File: src/rtl/text_cursor_ctrl_pkg.sv
// text_cursor_ctrl_pkg: character codes and state encoding shared by the text cursor controller
package text_cursor_ctrl_pkg;
    localparam logic [7:0] CH_BS       = 8'h08;
    localparam logic [7:0] CH_LF       = 8'h0A;
    localparam logic [7:0] CH_FF       = 8'h0C;
    localparam logic [7:0] CH_CR       = 8'h0D;
    localparam logic [7:0] CH_BLANK    = 8'h20;
    localparam logic [7:0] CH_PRINT_LO = 8'h20;
    localparam logic [7:0] CH_PRINT_HI = 8'h7E;
    typedef enum logic {IDLE, CLEAR} state_t;
endpackage

File: src/rtl/text_cursor_ctrl_clear_sweeper.sv
// text_cursor_ctrl_clear_sweeper: cell index counter that walks every screen cell once
module text_cursor_ctrl_clear_sweeper #(
    parameter int ROW_W = 2,
    parameter int COL_W = 5
) (
    input  logic             clk,
    input  logic             reset,
    input  logic             start,
    input  logic             step,
    output logic [ROW_W-1:0] row,
    output logic [COL_W-1:0] col,
    output logic             done
);
    logic [ROW_W+COL_W-1:0] idx, addr;
    // start emits cell 0 itself, so idx always names the next cell and wraps to 0 after the last
    assign addr       = start ? '0 : idx;
    assign {row, col} = addr;
    assign done       = idx == '0;
    always_ff @(posedge clk or posedge reset) begin
        if (reset)
            idx <= '0;
        else if (start || step)
            idx <= addr + 1'b1;
    end
endmodule

File: src/rtl/text_cursor_ctrl.sv
// text_cursor_ctrl: turns the received byte stream into character RAM writes,
// owning the write cursor, control characters and the clear-screen sweep.
module text_cursor_ctrl
    import text_cursor_ctrl_pkg::*;
#(
    parameter int         COLS  = 32,
    parameter int         ROWS  = 4,
    parameter logic [7:0] BLANK = CH_BLANK,
    localparam int        COL_W = $clog2(COLS),
    localparam int        ROW_W = $clog2(ROWS)
) (
    input  logic             clk,
    input  logic             reset,
    input  logic [7:0]       rx_data,
    input  logic             rx_valid,
    output logic             ram_we,
    output logic [ROW_W-1:0] ram_row,
    output logic [COL_W-1:0] ram_col,
    output logic [7:0]       ram_wdata,
    output logic [ROW_W-1:0] cursor_row,
    output logic [COL_W-1:0] cursor_col,
    output logic             busy,
    output logic             overflow
);
    state_t           state;
    logic             hold_full;
    logic [7:0]       hold_byte;
    logic             have;
    logic [7:0]       byte_in;
    logic             at_end_col, at_origin;
    logic [ROW_W-1:0] adv_row, bs_row, sw_row;
    logic [COL_W-1:0] adv_col, bs_col, sw_col;
    logic             sw_start, sw_done;

    // a held byte always wins over the live strobe so ordering is preserved
    assign have       = hold_full | rx_valid;
    assign byte_in    = hold_full ? hold_byte : rx_data;
    assign at_end_col = cursor_col == COL_W'(COLS - 1);
    assign at_origin  = (cursor_row == '0) && (cursor_col == '0);
    assign adv_col    = cursor_col + 1'b1;
    assign adv_row    = at_end_col ? cursor_row + 1'b1 : cursor_row;
    assign bs_col     = at_origin ? cursor_col : cursor_col - 1'b1;
    assign bs_row     = ((cursor_col == '0) && !at_origin) ? cursor_row - 1'b1 : cursor_row;
    assign sw_start   = (state == IDLE) && have && (byte_in == CH_FF);

    text_cursor_ctrl_clear_sweeper #(.ROW_W(ROW_W), .COL_W(COL_W)) u_sweep (
        .clk   (clk),
        .reset (reset),
        .start (sw_start),
        .step  ((state == CLEAR) && !sw_done),
        .row   (sw_row),
        .col   (sw_col),
        .done  (sw_done)
    );

    always_ff @(posedge clk or posedge reset) begin
        if (reset) begin
            state      <= IDLE;
            hold_full  <= 1'b0;
            hold_byte  <= '0;
            ram_we     <= 1'b0;
            ram_row    <= '0;
            ram_col    <= '0;
            ram_wdata  <= '0;
            cursor_row <= '0;
            cursor_col <= '0;
            busy       <= 1'b0;
            overflow   <= 1'b0;
        end else begin
            ram_we   <= 1'b0;
            overflow <= 1'b0;
            if (state == IDLE) begin
                hold_full <= hold_full & rx_valid;
                if (hold_full && rx_valid)
                    hold_byte <= rx_data;
                if (have) begin
                    if (byte_in >= CH_PRINT_LO && byte_in <= CH_PRINT_HI) begin
                        ram_we     <= 1'b1;
                        ram_row    <= cursor_row;
                        ram_col    <= cursor_col;
                        ram_wdata  <= byte_in;
                        cursor_row <= adv_row;
                        cursor_col <= adv_col;
                    end else if (byte_in == CH_CR) begin
                        cursor_col <= '0;
                    end else if (byte_in == CH_LF) begin
                        cursor_row <= cursor_row + 1'b1;
                    end else if (byte_in == CH_BS) begin
                        ram_we     <= 1'b1;
                        ram_row    <= bs_row;
                        ram_col    <= bs_col;
                        ram_wdata  <= BLANK;
                        cursor_row <= bs_row;
                        cursor_col <= bs_col;
                    end else if (byte_in == CH_FF) begin
                        state     <= CLEAR;
                        busy      <= 1'b1;
                        ram_we    <= 1'b1;
                        ram_row   <= sw_row;
                        ram_col   <= sw_col;
                        ram_wdata <= BLANK;
                    end
                end
            end else begin
                if (rx_valid) begin
                    overflow  <= hold_full;
                    hold_full <= 1'b1;
                    if (!hold_full)
                        hold_byte <= rx_data;
                end
                if (!sw_done) begin
                    ram_we    <= 1'b1;
                    ram_row   <= sw_row;
                    ram_col   <= sw_col;
                    ram_wdata <= BLANK;
                end else begin
                    state      <= IDLE;
                    busy       <= 1'b0;
                    cursor_row <= '0;
                    cursor_col <= '0;
                end
            end
        end
    end
endmodule
File: config.mk
export PLATFORM = sky130hd
export DESIGN_NAME = text_cursor_ctrl
export DESIGN_NICKNAME = d
export VERILOG_FILES = /design/src/rtl/text_cursor_ctrl_pkg.sv /design/src/rtl/text_cursor_ctrl_clear_sweeper.sv /design/src/rtl/text_cursor_ctrl.sv
export SDC_FILE = /design/constraint.sdc
export NUM_CORES = 1
export LEC_CHECK = 0
export CAP_MARGIN = 20
export CORE_UTILIZATION = 59
export DETAILED_ROUTE_END_ITERATION = 6
export GPL_ROUTABILITY_DRIVEN = 0
export GPL_TIMING_DRIVEN = 0
export PLACE_DENSITY = 0.85
export SYNTH_ARGS = -nofsm -noshare
export SYNTH_HDL_FRONTEND = slang
export SYNTH_SLANG_ARGS = --single-unit
File: constraint.sdc
create_clock -name clk -period 4.3 [get_ports clk]
set_input_delay 0.43 -clock clk [delete_from_list [all_inputs] [get_ports clk]]
set_output_delay 0.43 -clock clk [all_outputs]
set_load 0.05 [all_outputs]
After elaboration in Yosys (flattened, before gate mapping)
Index checks and enable logic that the tools add are counted.
Widths: inputs -> output; s select.
{ "op_classes": {"addsub": 5, "multipliers": 0, "div_mod_pow": 0, "n_lt_le_gt_ge": 2, "eq_ne": 16, "n_shift": 0, "muxes": 72, "bitwise_logic": 3, "n_reduce_logical": 24} }
{ "ops": {"columns": ["operator", "n"], "rows": [
  ["$mux 8", 12],
  ["$mux 5", 16],
  ["$mux 2", 17],
  ["$eq 8x4->1 const B", 4],
  ["$mux 1", 26],
  ["$ne 2x2->1 const B", 6],
  ["$reduce_bool 4->1", 3],
  ["$reduce_and 5->1", 2],
  ["$ne 3x3->1 const B", 3],
  ["$ge 8x6->1 const B", 1],
  ["$le 8x7->1 const B", 1],
  ["$add 7x1->7 const B", 1],
  ["$logic_and 1x1->1", 7],
  ["$logic_not 7->1", 1],
  ["$mux 7", 1],
  ["$reduce_and 7->1", 1],
  ["$reduce_bool 2->1", 3],
  ["$add 5x1->5 const B", 1],
  ["$eq 5x5->1 const B", 1],
  ["$logic_not 5->1", 1],
  ["$sub 5x1->5 const B", 1],
  ["$ne 4x4->1 const B", 1],
  ["$reduce_and 4->1", 1],
  ["$add 2x1->2 const B", 1],
  ["9 further kinds", 10]
]} }
{ "word_totals": {"register_bits": 42, "latchBits": 0, "mem_bits_rw": 0, "mem_bits_ro": 0, "input_bits": 11, "word_cells": 134, "mem_count": 0} }

Depth between registers and ports, before layout
{ "logic_depth": {"word_depth": 11, "mapped_depth": 11, "depth_no_buf": 9} }

Cells and area by module
A second synthesis with hierarchy kept.
{ "unflattened": {"cells_unflattened": 282, "area_unflattened_um2": 2701.3} }
{ "modules_own_cells": {"columns": ["mod", "n_inst", "cells_per_inst", "area_each_um2", "seq_area_each_um2"], "rows": [
  ["text_cursor_ctrl", 1, 246, 2317.2, 875.8],
  ["text_cursor_ctrl_clear_sweeper", 1, 36, 384.1, 175.2]
]} }

Worst setup path before layout
Ideal clock, no wire load.
{ "synth_timing": {"path_kind": "register -> register", "start": "reg hold_full", "end": "reg u_sweep.idx[6]", "arrival_ps": 2356, "required_time_ps": 4163, "slack_ps": 1806, "stages_incl_launch_ff": 11, "path_cell_list": "dfrtp_1 > or3_1 > o2bb2ai_1 > or3_1 > clkbuf_1 > and2_1 > ha_1 > and3_1 > nand4_1 > xor2_1 > nor2_1"} }
{ "synth_via": {"elab_chain_len": 5, "elab_cells_between_ends": 8} }
{ "synth_lines": {"columns": ["element", "line", "source"], "rows": [
  ["start: declaration", "text_cursor_ctrl.sv:26", "logic hold_full;"],
  ["start signal: assignment", "text_cursor_ctrl.sv:73", "hold_full <= hold_full & rx_valid;"],
  ["$mux 8 / $or 1x1->1 (equally long branches)", null, null],
  ["$eq 8x4->1 / $logic_and 1x1->1 (equally long branches)", "text_cursor_ctrl.sv:44", "assign sw_start = (state == IDLE) && have && (byte_in == CH_FF);"],
  ["$logic_and 1x1->1 (*)", "text_cursor_ctrl.sv:44", null],
  ["$mux 7", "text_cursor_ctrl_clear_sweeper.sv:16", "assign addr = start ? '0 : idx;"],
  ["$add 7x1->7", "text_cursor_ctrl_clear_sweeper.sv:23", "idx <= addr + 1'b1;"],
  ["end signal: assignment", "text_cursor_ctrl_clear_sweeper.sv:23", null],
  ["end: declaration", "text_cursor_ctrl_clear_sweeper.sv:14", "logic [ROW_W+COL_W-1:0] idx, addr;"]
]} }
Mark *: on every way between the ends. The rest lies on a longest branch, timed or not.
A chain may end at the register's enable or synchronous reset.

Final worst setup path
{ "layout_timing": {"start": "in rx_data[6]", "end": "reg u_sweep.idx[6]"} }
{ "layout_via": {"elab_chain_len": 5, "elab_cells_between_ends": 6} }
{ "layout_lines": {"columns": ["element", "line", "source"], "rows": [
  ["start: declaration", "text_cursor_ctrl.sv:14", "input logic [7:0] rx_data,"],
  ["$mux 8 (*)", null, null],
  ["$eq 8x4->1 (*)", "text_cursor_ctrl.sv:44", null],
  ["$logic_and 1x1->1 (*)", "text_cursor_ctrl.sv:44", null],
  ["$mux 7", "text_cursor_ctrl_clear_sweeper.sv:16", null],
  ["$add 7x1->7", "text_cursor_ctrl_clear_sweeper.sv:23", null]
]} }
Marks and branches as above.

==> qor.yml <==
clock_network:
  cts_buffers: 5
  clk_pin_slew_ns: 0.08
  post_cts_resized: 0
  htree_levels: 2
  clkLatencyLatePin_ns: 0.29
  hold_buffers: 0
  cts.sinks: 42
  cts_setup_buffers: 0
  cts_root_buf: "clkbuf_8"
  clk_path_buf_depth: 2
  cts_tree: "built"
timing:
  tightest_slew_ns: 0.969
  setup_viol: 0
  hold_viol_final: 0
  min_period_ns: 2.98
  fin_crit_sh_pct: 69.3
  slew_headroom_pct: 34.6
  whs_ns: 0.485
  clock_skew_ns: 0.00431
  slew_viol_final: 0
  setup-tns-final_ns: 0
  fmax_mhz: 336
  layout_setup_ws_ns: 1.32
  rsz0062_at_grt: "no"
finish:
  drive_above_1_share_pct: 8.89
  layout_commonest_cell: "dfrtp_1"
  layout_common_cells: "dfrtp_1, clkdlybuf4s50_1, nand2_1"
  n_antenna_cell: 0
  syn2layout_area_growth_pct: 19.8
  final_area_um2: 3060
  fin_nets: 331
power:
  p_total_uw: 2600
  max-vdd-ir-drop_mv: 0.457
  p_per_area_nw_per_um2: 850
  cellLeakagePower_uw: 0.00128
worst_setup_path:
  critPathRequiredTime_ns: 4.46
  r2r-start: "hold_full$_DFFE_PP0P_"
  crit_family: "simple AND/OR/NAND/NOR gates"
  path_common_cell: "or3_1"
  crit_path_max_fanout: 8
  reg2reg_to: "u_sweep.idx[6]$_DFFE_PP0P_"
  reg2reg_depth: 10
  cp_num_buf_inv: 2
  cp-end-kind: "register"
  cp_slowest_stage_delay_ns: 0.46
  crit_type: "in2reg"
  slowest_stage: "clkdlybuf4s50_1"
  crit_chain: "clkdlybuf4s50_1 -> or3_1 -> o2bb2ai_1 -> or3_1 -> clkbuf_1 -> and2_1 -> ha_1 -> and3_1 -> nand4_1 -> xor2_1 -> nor2_1"
  worstSetupStartpointType: "input pin"
  cp.arrival_ns: 3.14
  rrSetupSlack_ns: 1.44
floorplan:
  die_w_um: 67.8
  initial_utilization_pct: 62.5
  die-area_um2: 4590
  core_um2: 4090
  rows: 23
  io-pin-count: 36
  chipHeight_um: 67.8
detailed_routing:
  drtPass1Iterations: 6
  drt_iter0_drc: 251
  wl_per_cell_um: 17.5
  route.vias.total: 2390
  drc_errors: 0
  routed_wirelength_um: 6390
  vias_per_cell: 6.55
  ant_nets: 0
yosys:
  synth-main-ff-cell: "dfrtp_1"
  postSynthCellCount: 272
  syn_nets: 289
  synth_top_area_share_pct: 41.2
  yosys_warnings: 0
  mappedNetlistArea_um2: 2550
  ys_seq_area_share_pct: 41.2
  syn_area_per_cell_um2: 9.38
  synth_edf_count: 0
  synth_top_cell_by_area: "dfrtp_1"
  ys_ff_latch: 42
  synthArstFlopShare_pct: 100
  ys_types: 57
  yosys-top-cells-area: "dfrtp_1, mux2_2, mux2i_1"
grt:
  grt_start_max_net_pins: 43
  grt-ovfl-total: 0
  gr-usage-all-layers_pct: 30.0
  grt_pass1_wl_um: 10200
  antenna_found_initial: 0
  grt_pass1_vias: 2135
hold_path:
  holdCritPathClass: "reg2reg"
  worstHoldStart: "ram_col[2]$_DFFE_PP0P_"
  min_to: "ram_col[2]$_DFFE_PP0P_"
  hold_depth: 2
place:
  place_area_um2: 2970
  io_buffers: 35
  hpwlAfterDp_um: 4600
  post-place-ws_ns: 1.08
flow_run:
  max_cap_violations: 0
run_status:
  status: "finished clean"
## final cells by class
class | instances | area (µm²)
Timing Repair Buffer | 35 | 350
Clock inverter | 1 | 5.00
Tap cell | 50 | 62.6
Multi-Input combinational cell | 206 | 1400
Inverter | 10 | 37.5
Fill cell | 325 | 1030
Sequential cell | 42 | 1050
Clock buffer | 7 | 86.3
Buffer | 14 | 65.1
## cell families after synthesis
kind of cell,count (synthesis),share of synthesized area (%)
AND/OR/NAND/NOR,99,20.0
buffers and inverters,24,4.02
adder cells (fa/ha/maj),7,3.33
multiplexers,20,8.33
AO/OA/AOI/OAI,73,20.8
flip-flops,42,41.2
XOR/XNOR,7,2.40
## through the flow
step | util (%) | std cells
global placement | 72.6 | 357
finish | 74.8 | 365
floorplan | - | 272
CTS | 74.8 | 365
detailed placement | 72.6 | 357
global route | 74.8 | 365
## state kept, by name, indices dropped and copies added (netlist names), 2 cells and up
name / flops
hold_byte: 8
ram_wdata: 8
u_sweep.idx: 7
cursor_col: 5
ram_col: 5
cursor_row: 2
ram_row: 2
## how the worst max path moves through the flow
| stage | startpoint | to | slack (ns) | depth (start not counted) |
|---|---|---|---|---|
| 6_report | rx_data[6] | u_sweep.idx[6]$_DFFE_PP0P_ | 1.32 | 11 |
| 3_3_place_gp | rx_data[6] | u_sweep.idx[6]$_DFFE_PP0P_ | 1.15 | 11 |
| 3_5_place_dp | rx_data[6] | u_sweep.idx[6]$_DFFE_PP0P_ | 1.08 | 11 |
| 5_1_grt | rx_data[4] | cursor_col[2]$_DFFE_PP0P_ | 1.20 | 7 |
| 2_1_floorplan | hold_full$_DFFE_PP0P_ | u_sweep.idx[6]$_DFFE_PP0P_ | 1.81 | 10 |
| 4_1_cts | rx_data[6] | u_sweep.idx[4]$_DFFE_PP0P_ | 1.37 | 11 |
## power breakdown
group,switching [µW],leakage (µW),internal (µW)
logic,1000,0.000720,603
registers,168,0.000515,560
clock network,133,0.0000482,130
## worst register-to-register path, stage by stage, from the launching register on
cell and delay, ns:
dfrtp_1 0.45, or3_1 0.42, o2bb2ai_1 0.28, or3_1 0.42, clkbuf_1 0.20, and2_1 0.21, ha_1 0.21, and3_1 0.22
nand4_1 0.10, xor2_1 0.15, nor2_1 0.06
## cell usage after synthesis (3+ instances only)
cell type  instances
a21oi_1           16
nor3b_1            3
nand3b_1           3
mux2i_1           10
and3_1             4
dfrtp_1           42
o211ai_1           5
or3_1              7
ha_1               6
o21ai_0            9
inv_1              9
a211o_1            3
a21o_1             3
mux2_2            10
clkbuf_1           8
o2bb2ai_1          4
buf_2              4
and2_1             5
nand4_1            5
nor3_1             7
nand3_1            6
nor2_1            22
o31ai_1            6
xor2_1             5
nand2_1           25
or4_1              4
## layer usage
metal	wire (µm)	GRT usage, %
met1	2630	38.7
met3	608	6.25
met5	0	0
met2	3030	48.4
met4	122	13.0
(Power assumes the default switching activity.)
